$ cat src/rtl/mem_arb_pkg.sv
// rtl/mem_arb_pkg.sv - shared state encodings and owner ids for the memory port arbiter
package mem_arb_pkg;

    typedef enum logic [1:0] {
        ST_IDLE  = 2'd0,
        ST_ISSUE = 2'd1,
        ST_WAIT  = 2'd2,
        ST_RESP  = 2'd3
    } state_t;

    localparam logic OWN_CPU = 1'b0;
    localparam logic OWN_LDR = 1'b1;

endpackage

$ cat src/rtl/mem_arb_pick.sv
// rtl/mem_arb_pick.sv - combinational owner picker; MEM_ARB_RR_EN selects round-robin, else loader-first priority
module mem_arb_pick
    import mem_arb_pkg::*;
(
    input  logic cpu_req,
    input  logic ldr_req,
    input  logic last_owner,
    output logic winner,
    output logic any_req
);

    assign any_req = cpu_req | ldr_req;

`ifdef MEM_ARB_RR_EN
    // On a tie the requester that did not own the port last time wins.
    always_comb begin
        winner = OWN_CPU;
        if (cpu_req && ldr_req) begin
            winner = (last_owner == OWN_CPU) ? OWN_LDR : OWN_CPU;
        end else if (ldr_req) begin
            winner = OWN_LDR;
        end
    end
`else
    logic unused_last_owner;
    assign unused_last_owner = last_owner;

    always_comb begin
        winner = OWN_CPU;
        if (ldr_req) begin
            winner = OWN_LDR;
        end
    end
`endif

endmodule

$ cat src/rtl/mem_port_arbiter.sv
// rtl/mem_port_arbiter.sv - single-port memory sequencer shared by CPU and loader; MEM_ARB_RR_EN enables round-robin
module mem_port_arbiter
    import mem_arb_pkg::*;
#(
    parameter int ADDR_W = 32,
    parameter int DATA_W = 32,
    parameter int RD_LAT = 1
) (
    input  logic              cclk,
    input  logic              rstb,
    input  logic              cpu_req,
    input  logic              cpu_we,
    input  logic [ADDR_W-1:0] cpu_addr,
    input  logic [DATA_W-1:0] cpu_wdata,
    output logic              cpu_gnt,
    input  logic              ldr_req,
    input  logic              ldr_we,
    input  logic [ADDR_W-1:0] ldr_addr,
    input  logic [DATA_W-1:0] ldr_wdata,
    output logic              ldr_gnt,
    output logic [DATA_W-1:0] rd_data,
    output logic [ADDR_W-1:0] mem_addr,
    output logic [DATA_W-1:0] mem_wdata,
    output logic              mem_we,
    output logic              mem_re,
    input  logic [DATA_W-1:0] mem_rdata
);

    localparam logic [1:0] CNT_LOAD = 2'(RD_LAT - 1);

    state_t            state;
    state_t            state_nxt;
    logic              own_q;
    logic              we_q;
    logic [ADDR_W-1:0] addr_q;
    logic [DATA_W-1:0] wdata_q;
    logic [1:0]        cnt_q;
    logic [1:0]        cnt_nxt;
    logic              last_owner;
    logic              winner;
    logic              any_req;

    logic              latch;
    logic              cap;
    logic              we_nxt;
    logic              re_nxt;
    logic              cpu_gnt_nxt;
    logic              ldr_gnt_nxt;

    logic              sel_we;
    logic [ADDR_W-1:0] sel_addr;
    logic [DATA_W-1:0] sel_wdata;

    mem_arb_pick u_pick (
        .cpu_req    (cpu_req),
        .ldr_req    (ldr_req),
        .last_owner (last_owner),
        .winner     (winner),
        .any_req    (any_req)
    );

    assign sel_we    = (winner == OWN_LDR) ? ldr_we    : cpu_we;
    assign sel_addr  = (winner == OWN_LDR) ? ldr_addr  : cpu_addr;
    assign sel_wdata = (winner == OWN_LDR) ? ldr_wdata : cpu_wdata;

    // The latched transaction registers double as the memory address/data outputs.
    assign mem_addr  = addr_q;
    assign mem_wdata = wdata_q;

    always_ff @(posedge cclk) begin
        if (!rstb) begin
            state <= ST_IDLE;
        end else begin
            state <= state_nxt;
        end
    end

    // Next-state plus the next value of every registered output, so strobes and
    // grants appear in the cycle named by the state they belong to.
    always_comb begin
        state_nxt   = state;
        cnt_nxt     = cnt_q;
        latch       = 1'b0;
        cap         = 1'b0;
        we_nxt      = 1'b0;
        re_nxt      = 1'b0;
        cpu_gnt_nxt = 1'b0;
        ldr_gnt_nxt = 1'b0;
        case (state)
            ST_IDLE: begin
                if (any_req) begin
                    latch     = 1'b1;
                    state_nxt = ST_ISSUE;
                    we_nxt    = sel_we;
                    re_nxt    = ~sel_we;
                    if (sel_we) begin
                        cpu_gnt_nxt = (winner == OWN_CPU);
                        ldr_gnt_nxt = (winner == OWN_LDR);
                    end
                end
            end
            ST_ISSUE: begin
                if (we_q) begin
                    state_nxt = ST_IDLE;
                end else begin
                    cnt_nxt   = CNT_LOAD;
                    state_nxt = ST_WAIT;
                end
            end
            ST_WAIT: begin
                if (cnt_q == 2'd0) begin
                    cap         = 1'b1;
                    state_nxt   = ST_RESP;
                    cpu_gnt_nxt = (own_q == OWN_CPU);
                    ldr_gnt_nxt = (own_q == OWN_LDR);
                end else begin
                    cnt_nxt = cnt_q - 2'd1;
                end
            end
            ST_RESP: begin
                state_nxt = ST_IDLE;
            end
            default: begin
                state_nxt = ST_IDLE;
            end
        endcase
    end

    always_ff @(posedge cclk) begin
        if (!rstb) begin
            own_q   <= OWN_CPU;
            we_q    <= 1'b0;
            addr_q  <= '0;
            wdata_q <= '0;
            cnt_q   <= 2'd0;
            rd_data <= '0;
            mem_we  <= 1'b0;
            mem_re  <= 1'b0;
            cpu_gnt <= 1'b0;
            ldr_gnt <= 1'b0;
        end else begin
            if (latch) begin
                own_q   <= winner;
                we_q    <= sel_we;
                addr_q  <= sel_addr;
                wdata_q <= sel_wdata;
            end
            if (cap) begin
                rd_data <= mem_rdata;
            end
            cnt_q   <= cnt_nxt;
            mem_we  <= we_nxt;
            mem_re  <= re_nxt;
            cpu_gnt <= cpu_gnt_nxt;
            ldr_gnt <= ldr_gnt_nxt;
        end
    end

`ifdef MEM_ARB_RR_EN
    always_ff @(posedge cclk) begin
        if (!rstb) begin
            last_owner <= OWN_LDR;
        end else if (cpu_gnt_nxt) begin
            last_owner <= OWN_CPU;
        end else if (ldr_gnt_nxt) begin
            last_owner <= OWN_LDR;
        end
    end
`else
    assign last_owner = OWN_LDR;
`endif

endmodule

$ cat config.mk
export PLATFORM = sky130hd
export DESIGN_NAME = mem_port_arbiter
export DESIGN_NICKNAME = d
export VERILOG_FILES = /design/src/rtl/mem_arb_pkg.sv /design/src/rtl/mem_arb_pick.sv /design/src/rtl/mem_port_arbiter.sv
export SDC_FILE = /design/constraint.sdc
export NUM_CORES = 1
export LEC_CHECK = 0
export ABC_AREA = 1
export CAP_MARGIN = 20
export CORE_AREA = 2 2 123 125
export DETAILED_ROUTE_END_ITERATION = 7
export DIE_AREA = 0 0 125 127
export DONT_BUFFER_PORTS = 1
export PLACE_DENSITY = 0.52
export SKIP_CTS_REPAIR_TIMING = 1
export SLEW_MARGIN = 5
export SYNTH_ARGS = -nofsm -noshare
export SYNTH_HDL_FRONTEND = slang
export SYNTH_HIERARCHICAL = 1
export SYNTH_SLANG_ARGS = --single-unit
$ cat constraint.sdc
create_clock -name cclk -period 2 [get_ports cclk]
set_input_delay 0.4 -clock cclk [delete_from_list [all_inputs] [get_ports cclk]]
set_output_delay 0.4 -clock cclk [all_outputs]
set_load 0.05 [all_outputs]
== Word level (Yosys, flattened, before mapping) ==
Cells that the tools add are included.
Storage, ports and cells
  register bits after elaboration: 106
  bits in read-only memories: 0
  RAM bits: 0
  output and inout port bits: 100
  bits in latches: 0
  memories: 0
  logic and storage cells: 52
Cells by class
  eq/ne operators: 7
  multiply operators: 0
  shift operators: 0
  order comparisons: 0
  add/sub/neg operators: 1
  divide/modulo/power cells: 0
  bitwise operators: 4
  reductions and logical operators: 6
  multiplexer cells: 23
Operators by type and width (number)
  32-bit two-way mux: 2
  1-bit two-way mux: 12
  2-bit two-way mux: 5
  2-bit != test (second input constant): 4
  2-bit one-hot mux with 4 select lines: 1
  3-bit AND reduction: 2
  2-bit equality test (second input constant): 2
  2-bit logical NOT: 2
  1-bit one-hot mux with 2 select lines: 2
  2-bit one-hot mux with 2 select lines: 1
  1-bit NOT: 3
  2-bit by 1-bit equality test with 1-bit output (second input constant): 1
  2-bit AND reduction: 1
  2-bit nonzero test: 1
  2-bit by 1-bit subtractor with 2-bit output (second input constant): 1
  1-bit OR: 1

== Logic depth before layout (Yosys ltp) ==
  depth after elaboration: 5
  mapped depth: 9
  mapped depth without buffers: 7

== Cells and area by module ==
The synthesis kept the hierarchy.
By module, submodules not included
  mem_port_arbiter: area an instance 4559.4 um2, cells each 679, instances 1
  mem_arb_pick: area an instance 18.8 um2, cells each 4, instances 1

== Least setup slack after synthesis ==
No wires, ideal clock.
  path type: in2reg
  from: in ldr_req
  to: reg addr_q[0], in the netlist mem_addr[0]
  stages on the path: 8
  setup slack: 0.660 ns
  data arrival time: 1.225 ns
  buffers on the path: 4
  setup time: 0.116 ns
  data required time: 1.884 ns
  path through: buf_4 -> buf_2 -> buf_2 -> buf_2 -> nand2_1 -> nand2_1 -> o21ai_0 -> nor2_1
On the way
  longest elaborated chain between the ends: 3
Ends and longest elaborated chain
  start: declaration: line mem_port_arbiter.sv:16  | input logic ldr_req,
  1-bit OR: line mem_arb_pick.sv:12  | assign any_req = cpu_req | ldr_req;
  1-bit two-way mux: line mem_port_arbiter.sv:91  | if (any_req) begin
  1-bit two-way mux: line mem_port_arbiter.sv:89  | case (state)
  end signal: assignment: line mem_port_arbiter.sv:145  | addr_q <= sel_addr;
  end: declaration: line mem_port_arbiter.sv:35  | logic [ADDR_W-1:0] addr_q;
Parallel ways exist; a longest one is shown, timed or not.
A chain may end at the register's enable or synchronous reset.

== Final worst setup path ==
  from: reg addr_q[23], in the netlist mem_addr[23]
  to: out mem_addr[23]
RTL lines
  end: declaration: line mem_port_arbiter.sv:22  | output logic [ADDR_W-1:0] mem_addr,
No word-level cell between the ends.

==> qor.csv <==
metric,value,unit
dr_total_vias,4072,
place_inst,828,
antenna_cells,0,
drive_above_1_share,5.61,%
finish.instance_area,0.00489,mm^2
end_kind,primary output,
cp_data_required_time,1.60,ns
min_from,mem_rdata[27],
io_buffers,0,
r2r-start,cnt_q[0],
placed_area,0.00462,mm^2
leakagePower,2.17,nW
max_cap_viol_count,0,
path_depth,0,
clock_latency,0.34,ns
cp-start-kind,register,
grt-ovfl-total,0,
fp.dieH,127,um
worstRegToRegCells,6,
clkTransAtPathRegs,0.08,ns
p_total,6.58,mW
die_w,125,um
utilization,33.9,%
p_per_area,1340,mW/mm^2
syn_area_per_cell,6.71,um^2
worstMarginPinSlew,0.590,ns
die_area,0.0159,mm^2
antenna_left,0,
finalWorstSetupSlack,0.560,ns
drtPass1Iterations,4,
crit_fanout,2,
rows,44,
htree_levels,3,
yosysWarningCount,6,
cts_buffer_depth,2,
relSlewSlack,60.6,%
rsz0062_at_grt,no,
path_class,register to primary output,
post-dp-hpwl,9110,um
wl,12600,um
io_pins,266,
drt-met1-wl,4900,um
area_growth,6.97,%
hold_viol,0,
status,finished clean,
final.min_clock_period,1.44,ns
crit_start,mem_addr[23],
synthCells,682,
dp_slack,0.597,ns
antenna_found_initial,0,
wl_met2,6280,um
hold-path-cell-count,2,
skew,0.0106,ns
start_util,31.7,%
drv_slew,0,
synth_fp_nets,850,
cts_sinks,106,
grt_pass1_vias,4073,
grt_start_max_net_pins,71,
drt_iter0_drc,164,
final_cell_count_no_fill,844,
cts_tree,yes,
drcViolationCount,0,
nets,823,
finalSetupViolCount,0,
wire_per_inst,14.9,um
syn_area,0.00457,mm^2
hold_slack,0.184,ns
fin_tns_setup,0,ns
wl_met3,998,um
topRoutingLayerUsed,met4,
final_cell_mix,"nand2_1 (265), nor2_1 (126), dfxtp_1 (106)",
vdd_drop_max,0.421,mV
grt_pass1_wl,19900,um
cts-root-buf,clkbuf_16,
gp_congestion,0.826,
hold_path.class,primary input to register,
final_common_cell,nand2_1,
fmax,695,MHz
core-area,0.0144,mm^2
grt_usage,15.5,%
arrival,1.04,ns
vias_per_cell,4.82,
fin_crit_sh,72.0,%
numCtsBuffers,9,
==> power by group <==
group          internal [mW]  switching (mW)  leakage (nW)
clock                  0.853           0.791         0.130
combinational          0.373           0.687          1.17
sequential              2.46            1.41         0.873
==> cell type report <==
| cell class | count | area, um^2 |
|---|---|---|
| fill | 1609 | 9530 |
| multi-input combinational | 517 | 2140 |
| sequential | 106 | 2120 |
| clock buffer | 11 | 233 |
| tap | 184 | 230 |
| timing repair buffer | 7 | 77.6 |
| inverter | 14 | 55.1 |
| clock inverter | 5 | 38.8 |
==> state kept, by name, indices dropped and copies added (netlist names), 2 cells and up, named ones only <==
name / cells
rd_data: 32
mem_addr: 32
mem_wdata: 32
cnt_q: 2
==> final timing paths <==
check	end	slack, ns
max	mem_addr[23]	0.56
min	rd_data[27]	0.18
max reg2reg	rd_data[12]	0.61
min reg2reg	we_q	0.53
==> routing by layer <==
metal | global-route usage (%) | vias up
li1 | - | 2065
met1 | 16.5 | 1808
met2 | 27.7 | 171
met3 | 4.82 | 28
met4 | 7.78 | 0
met5 | 0 | -
Note: power is estimated with default switching activity, not from simulation.
